### src/rtl/calc_uart_tx.sv
// calc_uart_tx: sends the displayed value as four ASCII hex digits plus CR LF over UART 8N1.
module calc_uart_tx #(
    parameter int CLK_FREQ  = 100_000_000,
    parameter int BAUD      = 115200,
    parameter int in_length = 16
) (
    input  logic                 CLK,
    input  logic                 RESET,
    input  logic                 START,
    input  logic [in_length-1:0] DATA,
    input  logic                 ERROR,
    output logic                 TX,
    output logic                 BUSY,
    output logic                 DONE
);
    localparam int DIV  = CLK_FREQ / BAUD;
    localparam int NCH  = in_length / 4 + 2;
    localparam int CNTW = $clog2(DIV);
    localparam int CW   = $clog2(NCH);
    localparam logic [CNTW-1:0] CNT_MAX = CNTW'(DIV - 1);
    localparam logic [CW-1:0]   LAST_CH = CW'(NCH - 1);
    localparam logic [CW-1:0]   CR_CH   = CW'(NCH - 2);
    typedef enum logic [1:0] {IDLE, START_BIT, DATA_BITS, STOP_BIT} state_t;
    state_t               state;
    logic [CNTW-1:0]      cnt;
    logic [2:0]           bit_idx;
    logic [CW-1:0]        char_idx;
    logic [in_length-1:0] data_q;
    logic                 err_q;
    logic [3:0]           nib;
    logic [7:0]           cur_byte;
    logic                 bit_end;
    always_comb begin
        nib      = 4'(data_q >> (in_length - 4 - 4 * int'(char_idx)));
        cur_byte = (char_idx == LAST_CH) ? 8'h0A :
                   (char_idx == CR_CH)   ? 8'h0D :
                   err_q                 ? 8'h45 :
                   (nib < 4'd10)         ? {4'h3, nib} : 8'h37 + {4'h0, nib};
        bit_end  = (cnt == CNT_MAX);
    end
    always_ff @(posedge CLK) begin
        if (!RESET) begin
            state    <= IDLE;
            TX       <= 1'b1;
            BUSY     <= 1'b0;
            DONE     <= 1'b0;
            cnt      <= '0;
            bit_idx  <= '0;
            char_idx <= '0;
            data_q   <= '0;
            err_q    <= 1'b0;
        end else begin
            DONE <= 1'b0;
            case (state)
                IDLE: if (START) begin
                    state    <= START_BIT;
                    data_q   <= DATA;
                    err_q    <= ERROR;
                    char_idx <= '0;
                    cnt      <= '0;
                    TX       <= 1'b0;
                    BUSY     <= 1'b1;
                end
                START_BIT: if (bit_end) begin
                    state   <= DATA_BITS;
                    bit_idx <= '0;
                    cnt     <= '0;
                    TX      <= cur_byte[0];
                end else cnt <= cnt + 1'b1;
                DATA_BITS: if (bit_end) begin
                    cnt <= '0;
                    if (bit_idx == 3'd7) begin
                        state <= STOP_BIT;
                        TX    <= 1'b1;
                    end else begin
                        bit_idx <= bit_idx + 3'd1;
                        TX      <= cur_byte[bit_idx + 3'd1];
                    end
                end else cnt <= cnt + 1'b1;
                STOP_BIT: if (bit_end) begin
                    cnt <= '0;
                    if (char_idx == LAST_CH) begin
                        state <= IDLE;
                        BUSY  <= 1'b0;
                        DONE  <= 1'b1;
                        TX    <= 1'b1;
                    end else begin
                        char_idx <= char_idx + 1'b1;
                        state    <= START_BIT;
                        TX       <= 1'b0;
                    end
                end else cnt <= cnt + 1'b1;
                default: state <= IDLE;
            endcase
        end
    end
endmodule
### config.mk
export PLATFORM = sky130hd
export DESIGN_NAME = calc_uart_tx
export DESIGN_NICKNAME = d
export VERILOG_FILES = /design/src/rtl/calc_uart_tx.sv
export SDC_FILE = /design/constraint.sdc
export NUM_CORES = 1
export LEC_CHECK = 0
export ABC_AREA = 1
export BUFFER_PORTS_ARGS = -buffer_cell sky130_fd_sc_hd__buf_4
export CORE_MARGIN = 5
export CORE_UTILIZATION = 50
export CTS_CLUSTER_DIAMETER = 60
export DETAILED_ROUTE_END_ITERATION = 7
export GPL_ROUTABILITY_DRIVEN = 0
export PLACE_DENSITY = 0.7
export SLEW_MARGIN = 25
export SYNTH_ARGS = -nofsm -noshare
export SYNTH_HDL_FRONTEND = slang
export SYNTH_SLANG_ARGS = --single-unit
### constraint.sdc
create_clock -name CLK -period 2.13 [get_ports CLK]
set_input_delay 0.426 -clock CLK [delete_from_list [all_inputs] [get_ports CLK]]
set_output_delay 0.426 -clock CLK [all_outputs]
set_load 0.02 [all_outputs]
* Yosys cells after proc, flatten, opt, wreduce, memory -nomap -nowiden
Index checks and enable logic that the tools add are counted.
Operators by class: add/subtract/negate cells 5, magnitude comparators 2, equality and inequality tests 15, shifts and indexed selects 1, mux-type cells 35, reductions and logical operators 11
Operators by type and width (count):
- right shift 16 x 32 -> 4 bit | 1
- two-way mux 7 bit | 4
- two-way mux 10 bit | 2
- case mux 10 bit (2 select lines) | 1
- two-way mux 3 bit | 6
- inequality test 2 bit (second input constant) | 8
- AND reduction 4 bit | 4
- case mux 3 bit (2 select lines) | 2
- two-way mux 1 bit | 11
- adder 10 x 1 -> 10 bit (second input constant) | 1
- equality test 10 bit (second input constant) | 1
- two-way mux 2 bit | 5
- equality test 3 bit (second input constant) | 3
- case mux 2 bit (4 select lines) | 1
- adder 6 x 4 -> 7 bit (first input constant) | 1
- adder 3 x 1 -> 3 bit (second input constant) | 2
- subtractor 4 x 5 -> 6 bit (first input constant) | 1
- AND reduction 5 bit | 1
- equality test 2 bit (second input constant) | 2
- < comparator 3 x 4 -> 1 bit (second input constant) | 1
- < comparator 4 bit (second input constant) | 1
- case mux 1 bit (4 select lines) | 1
- nonzero test 2 bit | 2
- binary-select mux 1 bit (select 3 bit) | 1
- 6 further kinds | 6
Word-level totals: bits in registers 38, input port bits 20, output and inout port bits 3, logic and storage cells 78

* Longest topological paths before layout
Gate-level depths: netlist (run 1).
word-level depth 12, gate-level depth with buffers 20, depth with buffers taken out 18

* Worst setup path before layout (run 1)
Ideal clock, no wire load.
kind register -> register, start reg char_idx[0], end reg TX, setup time 0.115 ns, data arrival time 1.548 ns, required time 2.015 ns, slack 0.467 ns, stages on the path, launching flop included 19, buffers on the path 2, period minus slack after synthesis 1.663 ns, cell sequence dfxtp_1 > buf_6 > inv_4 > buf_8 > ha_1 > nand2_1 > inv_1 > nor2_1 > nand3_1 > nand2_1 > nand2_1 > nand2_1 > nand2_1 > nand3_1 > nand2_1 > nand2_1 > nand2_1 > nand2_1 > nand2_1
On the way: cells in the longest elaborated chain, start to end 12, elaborated cells on any way between the ends 18, those cells by class 2 x add/sub; 1 x order compare; 2 x eq/ne; 1 x shift; 12 x mux
RTL lines:
- start: declaration | RTL line 27 | logic [CW-1:0] char_idx;
- start signal: assignment | RTL line 88 | char_idx <= char_idx + 1'b1;
- subtractor 4 x 5 -> 6 bit | RTL line 34 | nib = 4'(data_q >> (in_length - 4 - 4 * int'(char_idx)));
- right shift 16 x 32 -> 4 bit | RTL line 34
- adder 6 x 4 -> 7 bit or < comparator 4 bit (tied branches) | RTL line 38 | (nib < 4'd10) ? {4'h3, nib} : 8'h37 + {4'h0, nib};
- two-way mux 7 bit | RTL line 38
- two-way mux 7 bit | RTL line 37 | err_q ? 8'h45 :
- two-way mux 7 bit | RTL line 36 | (char_idx == CR_CH) ? 8'h0D :
- two-way mux 7 bit | RTL line 35 | cur_byte = (char_idx == LAST_CH) ? 8'h0A :
- binary-select mux 1 bit (select 3 bit) | RTL line 77 | TX <= cur_byte[bit_idx + 3'd1];
- two-way mux 1 bit (implied by the code) | RTL line 77
- two-way mux 1 bit | RTL line 72 | if (bit_idx == 3'd7) begin
- two-way mux 1 bit | RTL line 70 | DATA_BITS: if (bit_end) begin
- case mux 1 bit (4 select lines) (*) | RTL line 54 | case (state)
- end signal: assignment | RTL line 68 | TX <= cur_byte[0];
- end signal: assignment | RTL line 77
- end: declaration | RTL line 12 | output logic TX,
Every way passes the cells marked *; elsewhere a longest branch is shown, timed or not. The select of a mux whose other input is x is not followed. A chain may end at the register's enable or synchronous reset.

* Final worst setup path (run 1)
start reg state[0], end reg cnt[9]
On the way: cells in the longest elaborated chain, start to end 3, elaborated cells on any way between the ends 7, those cells by class 4 x eq/ne; 1 x mux; 2 x reduce/logical
RTL lines:
- start: declaration | RTL line 24 | state_t state;
- start signal: assignment | RTL line 43 | state <= IDLE;
- start signal: assignment | RTL line 56 | state <= START_BIT;
- start signal: assignment | RTL line 65 | state <= DATA_BITS;
- equality test 2 bit or equality test 2 x 1 -> 1 bit (tied branches) | RTL line 54
- OR reduction 3 bit (no line)
- case mux 10 bit (2 select lines) | RTL line 54
- end signal: assignment | RTL line 69 | end else cnt <= cnt + 1'b1;
- end signal: assignment | RTL line 79 | end else cnt <= cnt + 1'b1;
- end signal: assignment | RTL line 92 | end else cnt <= cnt + 1'b1;
- end: declaration | RTL line 25 | logic [CNTW-1:0] cnt;
Several ways; a longest one is shown, not always the timed one.

==> impl_metrics.tcl, run 1 <==
set metrics [dict create \
    ys_ff_latch 38 \
    finalSetupTns_ns 0 \
    critPathArrivalTime_ns 2.14 \
    cts_resized 0 \
    via_per_inst 5.06 \
    regToRegEndpoint "cnt[9]$_SDFFE_PN0P_" \
    grt_pass1_wl_mm 7.75 \
    ant_nets 0 \
    yosysWarnings 0 \
    end_kind "flip-flop" \
    cp-start-kind "flip-flop" \
    final_common_cell "nand2_1" \
    min_period_ns 1.93 \
    holdWs_ns 0.383 \
    areaGrowthSynthToFinish_pct 13.7 \
    setup_viol 0 \
    synth_seq_area_share_pct 36.1 \
    cts_made_buffers 5 \
    min_path_type "input pin to flip-flop" \
    grt.total_usage_pct 18.1 \
    avgSynthCellArea_um2 6.92 \
    drt_iter0_markers 113 \
    worstSetupPathType "flip-flop to flip-flop" \
    layout_common_cells "nand2_1 (56), nor2_1 (49), dfxtp_1 (37)" \
    wl_met1_mm 2.08 \
    first_pass_iters 4 \
    crit_path_start "state[0]$_SDFFE_PN0P_" \
    antenna_found_initial 0 \
    portBuffers 22 \
    drive_gt1_share_pct 17.0 \
    drc 0 \
    die_x_um 75.0 \
    rsz0062_at_grt "no" \
    netlist_area_um2 2110 \
    slew_violations 0 \
    synth_fp_nets 336 \
    dpl.hpwl_mm 3.28 \
    power-per-cell-area_nw_per_um2 1190 \
    cts_tree "done" \
    grt_overflow 0 \
    rows 23 \
    wl_mm 4.31 \
    h-tree-depth 2 \
    wire_per_inst_um 11.4 \
    fmax_mhz 518 \
    clk_pin_slew_ns 0.08 \
    reg2reg_depth 9 \
    fin_nets 359 \
    run_status "complete, no violations" \
    wl_met3_um 213 \
    io_pins 23 \
    met2WireLength_mm 1.95 \
    r2r_slack_ns 0.20 \
    maxUsedRoutingLayer "met4" \
    coreArea_um2 4060 \
    whs_endpoint "data_q[10]$_SDFFE_PN0P_" \
    diodes 0 \
    cts-root-buf "clkbuf_8" \
    hold_start "DATA[10]" \
    synth_cell_types 28 \
    hold_buffers 0 \
    vdd_drop_max_v 0.000657 \
    vias 1916 \
    clk_latency_ns 0.29 \
    cts_buffer_depth 2 \
    start_util_pct 52.0 \
    synthCells 305 \
    die_h_um 75.0 \
    r2r_start "state[0]$_SDFFE_PN0P_" \
    grt_pass1_vias 1734 \
    die-area_um2 5620 \
    worstPathMaxFanout 6 \
    p_leak_nw 1.10 \
    required_ns 2.34 \
    clock_skew_ns 0.00591 \
    whs_path_depth 3 \
    postCtsSetupRepairBufs 0 \
    maxCapViolations 0 \
    grt_max_degree 24 \
    clock_sink_count 38 \
    period_share_pct 90.6 \
    worstMarginPinSlew_ns 0.460 \
    hold_violations 0 \
    maxSlewHeadroom_pct 69.2 \
]
## cell usage after synthesis
cell      count  area [um2]
and3_1        1        6.26
inv_4         1        6.26
o21ai_0      25         125
a21oi_1      17        85.1
nand2_2       9        56.3
nand4_1       3        18.8
o21bai_1      1        7.51
dfxtp_1      38         761
xor2_1        2        17.5
a21oi_2       1        8.76
nand3_4       1        17.5
ha_1         11         138
a211oi_1      4        30.0
o31ai_1       1        7.51
nor3_1       10        50.1
clkinv_1      1        3.75
buf_6         1        11.3
nand2_1      56         210
nand3_1      15        75.1
inv_2         4        15.0
clkbuf_1      6        22.5
nor2_1       50         188
o211ai_1      2        15.0
nand3_2       7        70.1
buf_8         1        15.0
nor3b_1       2        15.0
inv_1        34         128
a31oi_1       1        6.26
## power breakdown
group | switching (mW) | internal (mW) | total (mW) | leakage [nW]
Combinational | 0.844 | 0.505 | 1.35 | 0.735
Sequential | 0.127 | 0.866 | 0.993 | 0.312
Clock | 0.254 | 0.261 | 0.515 | 0.0482
## metal layers
metal  vias to the layer above  global-route usage, %
met2                        44                   30.3
met5                         -                      0
met1                       837                   22.2
met3                         4                   4.41
met4                         0                   7.11
li1                       1031                      -
## state kept, by name (all words and copies together), names as in the netlist
signal,count
BUSY,1
DONE,1
TX,1
bit_idx,3
char_idx,3
cnt,10
data_q,16
err_q,1
state,2
## through the flow
stage | power, mW | utilization, % | worst slack (ns) | area, um2 | std cells
global placement | 2.34 | 56.8 | 0.151 | 2300 | 371
floorplan | 2.10 | - | 0.467 | 2110 | 305
CTS | 2.88 | 59.0 | 0.104 | 2390 | 379
detailed placement | 2.37 | 56.8 | 0.119 | 2300 | 371
finish | 2.86 | 59.1 | 0.200 | 2400 | 379
global route | 3.17 | 59.1 | 0.0177 | 2400 | 379
## area by class of cell
type	count	area (um2)
clock buffers	7	86.3
clock inverters	1	5.00
fillers	395	1660
inverters	40	153
multi-input cells	219	1150
flip-flops and latches	38	762
well taps	50	62.6
repair buffers	24	180
## how the worst max path moves through the flow
stage                                to  slack [ns]
detailed placement      TX$_SDFFE_PN1P_        0.12
finish              cnt[9]$_SDFFE_PN0P_        0.20
global placement        TX$_SDFFE_PN1P_        0.15
CTS                     TX$_SDFFE_PN1P_        0.10
floorplan               TX$_SDFFE_PN1P_        0.47
global route        cnt[9]$_SDFFE_PN0P_        0.02
## logic make-up (layout without fill, tap and decap cells)
logic type	after synthesis	in the layout	share of synthesized area (%)
AOI/OAI and AO/OA	52	52	13.5
DFF	38	38	36.1
and+or+nand+nor	154	154	33.5
xor gates and xnor gates	2	2	0.831
buffers and inverters	48	72	9.55
adders and majority gates	11	11	6.52
## worst max-delay path, stage by stage, from the launching register on
cell,delay [ns]
dfxtp_1,0.40
inv_1,0.11
ha_1,0.24
inv_1,0.12
nor2_2,0.08
nor2_1,0.17
nand2_1,0.13
nor3_1,0.27
a21oi_1,0.11
nor3_1,0.22
(Power assumes the default switching activity.)
==> run 2: changes to the inputs <==
--- a/config.mk
+++ b/config.mk
@@ -7,6 +7,7 @@
 export LEC_CHECK = 0
 export ABC_AREA = 1
 export BUFFER_PORTS_ARGS = -buffer_cell sky130_fd_sc_hd__buf_4
+export CORE_ASPECT_RATIO = 1.75
 export CORE_MARGIN = 5
 export CORE_UTILIZATION = 50
 export CTS_CLUSTER_DIAMETER = 60
==> impl_metrics.tcl, run 2 (synthesis results as in run 1) <==
set metrics [dict create \
    run_status "complete, no violations" \
    r2r_start "state[0]$_SDFFE_PN0P_" \
    wl_mm 4.41 \
    worstSetupPathType "flip-flop to flip-flop" \
    areaGrowthSynthToFinish_pct 13.8 \
    drc 0 \
    cts-root-buf "clkbuf_8" \
    start_util_pct 51.3 \
    h-tree-depth 2 \
    grt.total_usage_pct 17.7 \
    dpl.hpwl_mm 3.54 \
    first_pass_iters 4 \
    vdd_drop_max_v 0.000733 \
    grt_max_degree 22 \
    critPathArrivalTime_ns 2.04 \
    setup_viol 0 \
    whs_path_depth 3 \
    drive_gt1_share_pct 17.3 \
    slew_violations 0 \
    cts_buffer_depth 2 \
    wire_per_inst_um 11.7 \
    die_x_um 59.1 \
    antenna_found_initial 0 \
    cts_made_buffers 5 \
    min_period_ns 1.87 \
    layout_common_cells "nand2_1 (56), nor2_1 (49), dfxtp_1 (37)" \
    cp-start-kind "flip-flop" \
    finalSetupTns_ns 0 \
    placed_cell_area_um2 2300 \
    clock_skew_ns 0.00592 \
    portBuffers 22 \
    drt_iter0_markers 27 \
    endpoint "cnt[9]$_SDFFE_PN0P_" \
    grt_pass1_vias 1877 \
    rsz0062_at_grt "no" \
    fmax_mhz 534 \
    reg_top3 "data_q (16), cnt (10)" \
    fin_nets 359 \
    crit_path_start "state[0]$_SDFFE_PN0P_" \
    min_path_type "input pin to flip-flop" \
    hold_buffers 0 \
    reg2reg_depth 9 \
    grt_pass1_wl_mm 7.77 \
    cts_resized 0 \
    r2r_slack_ns 0.26 \
    final_area_um2 2400 \
    final_common_cell "nand2_1" \
    worstPathMaxFanout 6 \
    rows 31 \
    coreArea_um2 4110 \
    vias 1916 \
    largest_reg_flops 16 \
    maxCapViolations 0 \
    p_leak_nw 1.09 \
    diodes 0 \
    clk_latency_ns 0.29 \
    regToRegEndpoint "cnt[9]$_SDFFE_PN0P_" \
    io_pins 23 \
    die_h_um 95.9 \
    fill_cells 448 \
    clock_sink_count 38 \
    grt_overflow 0 \
    via_per_inst 5.07 \
    regMostFlops "data_q" \
    maxSlewHeadroom_pct 68.9 \
    postCtsSetupRepairBufs 0 \
    die-area_um2 5670 \
    required_ns 2.29 \
    worstMarginPinSlew_ns 0.465 \
    clk_pin_slew_ns 0.08 \
    period_share_pct 87.9 \
    hold_violations 0 \
    end_kind "flip-flop" \
    power-per-cell-area_nw_per_um2 1200 \
    ant_nets 0 \
    cts_tree "done" \
]
-- run 2: final cells by class --
cell class	instances	area (um2)	share of cell area, %
multi-input cells	219	1150	47.9
flip-flops and latches	38	762	31.7
repair buffers	24	180	7.50
inverters	40	153	6.36
clock buffers	6	82.6	3.44
well taps	49	61.3	2.55
clock inverters	2	12.5	0.521
-- run 2: how the worst min path moves through the flow --
stage | startpoint | end
CTS | DATA[6] | data_q[6]$_SDFFE_PN0P_
global route | DATA[10] | data_q[10]$_SDFFE_PN0P_
floorplan | data_q[11]$_SDFFE_PN0P_ | data_q[11]$_SDFFE_PN0P_
global placement | data_q[3]$_SDFFE_PN0P_ | data_q[3]$_SDFFE_PN0P_
finish | DATA[2] | data_q[2]$_SDFFE_PN0P_
detailed placement | data_q[3]$_SDFFE_PN0P_ | data_q[3]$_SDFFE_PN0P_
-- run 2: per-layer routing --
| metal | global-route usage [%] | share of wire, % |
|---|---|---|
| met1 | 16.3 | 37 |
| met2 | 36.0 | 58 |
| met3 | 3.22 | 3.2 |
| met4 | 6.81 | 2.1 |
| met5 | 0 | 0 |
-- run 2: metrics by stage --
step                hold slack (ns)  util (%)  instances  worst slack (ns)  total power, mW
global placement              0.443      56.0        370             0.157             2.35
global route                  0.386      58.4        378            0.0426             3.14
finish                        0.379      58.4        378             0.257             2.87
floorplan                     0.429         -        305             0.467             2.10
detailed placement            0.447      56.0        370             0.166             2.37
CTS                           0.375      58.3        378             0.143             2.90
-- run 2: report_power, final --
group / internal [mW] / leakage (nW) / switching, mW
Combinational: 0.505 / 0.735 / 0.859
Clock: 0.260 / 0.0472 / 0.257
Sequential: 0.866 / 0.312 / 0.123
Total: 1.63 / 1.09 / 1.24
-- run 2: worst max-delay path, cell delays in order, from the launching register on --
cell and delay (ns):
dfxtp_1 0.41, inv_1 0.10, ha_1 0.24, inv_1 0.12, nor2_2 0.08, nor2_1 0.16, nand2_1 0.12, nor3_1 0.27
and3_1 0.21, nor3_1 0.04
==> run 3: changes to the inputs <==
--- a/config.mk
+++ b/config.mk
@@ -5,7 +5,7 @@
 export SDC_FILE = /design/constraint.sdc
 export NUM_CORES = 1
 export LEC_CHECK = 0
-export ABC_AREA = 1
+export ABC_AREA = 0
 export BUFFER_PORTS_ARGS = -buffer_cell sky130_fd_sc_hd__buf_4
 export CORE_ASPECT_RATIO = 1.75
 export CORE_MARGIN = 5
==> impl_metrics.tcl, run 3 <==
set metrics [dict create \
    drive_gt1_share_pct 18.4 \
    diodes 0 \
    synth-edff-count 0 \
    final_common_cell "nand2_1" \
    postCtsSetupRepairBufs 0 \
    regMostFlops "data_q" \
    maxCapViolations 0 \
    required_ns 2.37 \
    reg_top3 "data_q (16), cnt (10)" \
    ys_ff_latch 38 \
    synth_fp_nets 283 \
    cts_buffer_depth 2 \
    internal-power_mw 1.48 \
    fill_cells 395 \
    coreArea_um2 4150 \
    slew_violations 0 \
    finalSetupTns_ns 0 \
    finalPower_mw 2.28 \
    fmax_mhz 487 \
    min_period_ns 2.05 \
    cts-root-buf "clkbuf_8" \
    maxSlewHeadroom_pct 71.1 \
    die_h_um 96.8 \
    clock_skew_ns 0.00484 \
    cts_tree "done" \
    final-seq-area_um2 763 \
    clk_pin_slew_ns 0.07 \
    rsz0062_at_grt "no" \
    wire_per_inst_um 14.6 \
    vias 1876 \
    final_area_um2 2510 \
    period_share_pct 96.5 \
    cts_made_buffers 5 \
    grt.total_usage_pct 18.3 \
    portBuffers 22 \
    hold_violations 0 \
    clk_latency_ns 0.29 \
    first_pass_iters 4 \
    multi_input_area_um2 1300 \
    die_x_um 59.6 \
    clock_sink_count 38 \
    end_kind "flip-flop" \
    largest_reg_flops 16 \
    worstSetupPathType "flip-flop to flip-flop" \
    synth_top_area_share_pct 35.3 \
    antenna_found_initial 0 \
    drt_iter0_markers 51 \
    seq_power_share_pct 38.9 \
    synth_cell_types 48 \
    synth_commonest_cells "nand2_1 (53), dfxtp_1 (38), a21boi_0 (21)" \
    post-synth-top-count-cell "nand2_1" \
    run_status "complete, no violations" \
    dpl.hpwl_mm 3.70 \
    synthCells 252 \
    synth_top_area_cell "dfxtp_1" \
    synthTopCellsByArea "dfxtp_1 (35%), nand2_1 (9.2%), a21boi_0 (7.3%)" \
    min_path_type "input pin to flip-flop" \
    vdd_drop_max_v 0.000525 \
    fin_nets 312 \
    wl_mm 4.84 \
    cp-start-kind "flip-flop" \
    via_per_inst 5.67 \
    yosysWarnings 0 \
    clkPwrFrac_pct 26.3 \
    grt_overflow 0 \
    rows 31 \
    grt_max_degree 30 \
    io_pins 23 \
    start_util_pct 51.9 \
    async_reset_ff_share_pct 0 \
    synth_seq_area_share_pct 35.3 \
    p_sw_share_pct 34.8 \
    die-area_um2 5770 \
    setup_viol 0 \
    power-per-cell-area_nw_per_um2 908 \
    areaGrowthSynthToFinish_pct 16.5 \
    ys.flop_type "dfxtp_1" \
    critPathArrivalTime_ns 2.29 \
    grt_pass1_vias 1883 \
    netlist_area_um2 2150 \
    ant_nets 0 \
    h-tree-depth 2 \
    layout_common_cells "nand2_1 (53), dfxtp_1 (36), buf_4 (34)" \
    worstPathMaxFanout 4 \
    combPwrFrac_pct 34.8 \
    grt_pass1_wl_mm 8.31 \
    avgSynthCellArea_um2 8.54 \
    drc 0 \
    placed_cell_area_um2 2390 \
    p_leak_nw 1.01 \
    worstMarginPinSlew_ns 0.432 \
    power.net_switching_uw 793 \
]
## run 3: cell count changes in the layout (fill, tap and decap cells not counted), moves of 11 or more
cell	previous run	this run
a21boi_0	0	21
nand3_1	15	4
nor2_1	49	16
o21ai_0	25	9
inv_1	34	6
## run 3: what timing repair did
item | CTS | global route
endpoints found under the hold margin | 0 | 0
setup endpoints to repair | 0 | 2
gates resized for setup | 0 | 4
hold buffers | 0 | 0
## run 3: power groups by stage
stage	registers (mW)	logic, mW	clock network (mW)
floorplan	0.892	0.534	0
global route	0.896	0.884	0.640
CTS	0.885	0.783	0.615
global placement	0.896	0.763	0
finish	0.886	0.791	0.600
detailed placement	0.901	0.775	0
## run 3: critical path, stage by stage, from the launching register on
cell and delay, ns:
dfxtp_1 0.40, inv_1 0.12, ha_1 0.22, and4b_1 0.24, o2111ai_1 0.15, or4b_1 0.53
o22ai_1 0.15, o221ai_1 0.12, nand2_1 0.08
## run 3: kinds of logic (layout without fill, tap and decap cells)
group                    after synthesis  count (layout)  share of synthesized area (%)
AO/OA/AOI/OAI                         54              54                           17.2
AND/OR/NAND/NOR                      112             112                           25.4
buffers and inverters                 18              48                           4.82
XOR/XNOR                              11              11                           4.47
flip-flops                            38              38                           35.3
adder cells (fa/ha/maj)               11              11                           6.39
multiplexers                           8               8                           6.39
## run 3: metrics by stage
step | hold WS (ns) | worst slack [ns] | std cells | util, %
finish | 0.392 | 0.0750 | 331 | 60.4
global route | 0.399 | 0.0212 | 331 | 60.4
CTS | 0.382 | 0.0692 | 331 | 60.1
detailed placement | 0.455 | 0.0798 | 323 | 57.6
global placement | 0.454 | 0.136 | 323 | 57.6
floorplan | 0.439 | 0.127 | 252 | -
## run 3: worst paths after layout
path / startpoint / to / slack [ns] / cells after the start
worst max-delay path: state[0]$_SDFFE_PN0P_ / TX$_SDFFE_PN1P_ / 0.08 / 8
worst min-delay path: DATA[1] / data_q[1]$_SDFFE_PN0P_ / 0.39 / 3
worst max register to register: state[0]$_SDFFE_PN0P_ / TX$_SDFFE_PN1P_ / 0.08 / 8
worst min register to register: data_q[4]$_SDFFE_PN0P_ / data_q[4]$_SDFFE_PN0P_ / 0.46 / 2
## run 3: cell type report
class	instances	area share (%)
tap	49	2.44
inverter	6	0.898
clock inverter	1	1.20
multi-input combinational	196	51.8
sequential	38	30.4
timing repair buffer	34	10.2
clock buffer	7	3.04
## run 3: metal layers
metal / vias up / wire [um] / GRT usage, % / share of wire (%)
li1: 938 / - / - / -
met1: 895 / 1810 / 18.5 / 37
met2: 32 / 2720 / 32.9 / 56
met5: - / 0 / 0 / 0
met4: 0 / 142 / 10.6 / 2.9
met3: 11 / 169 / 3.33 / 3.5
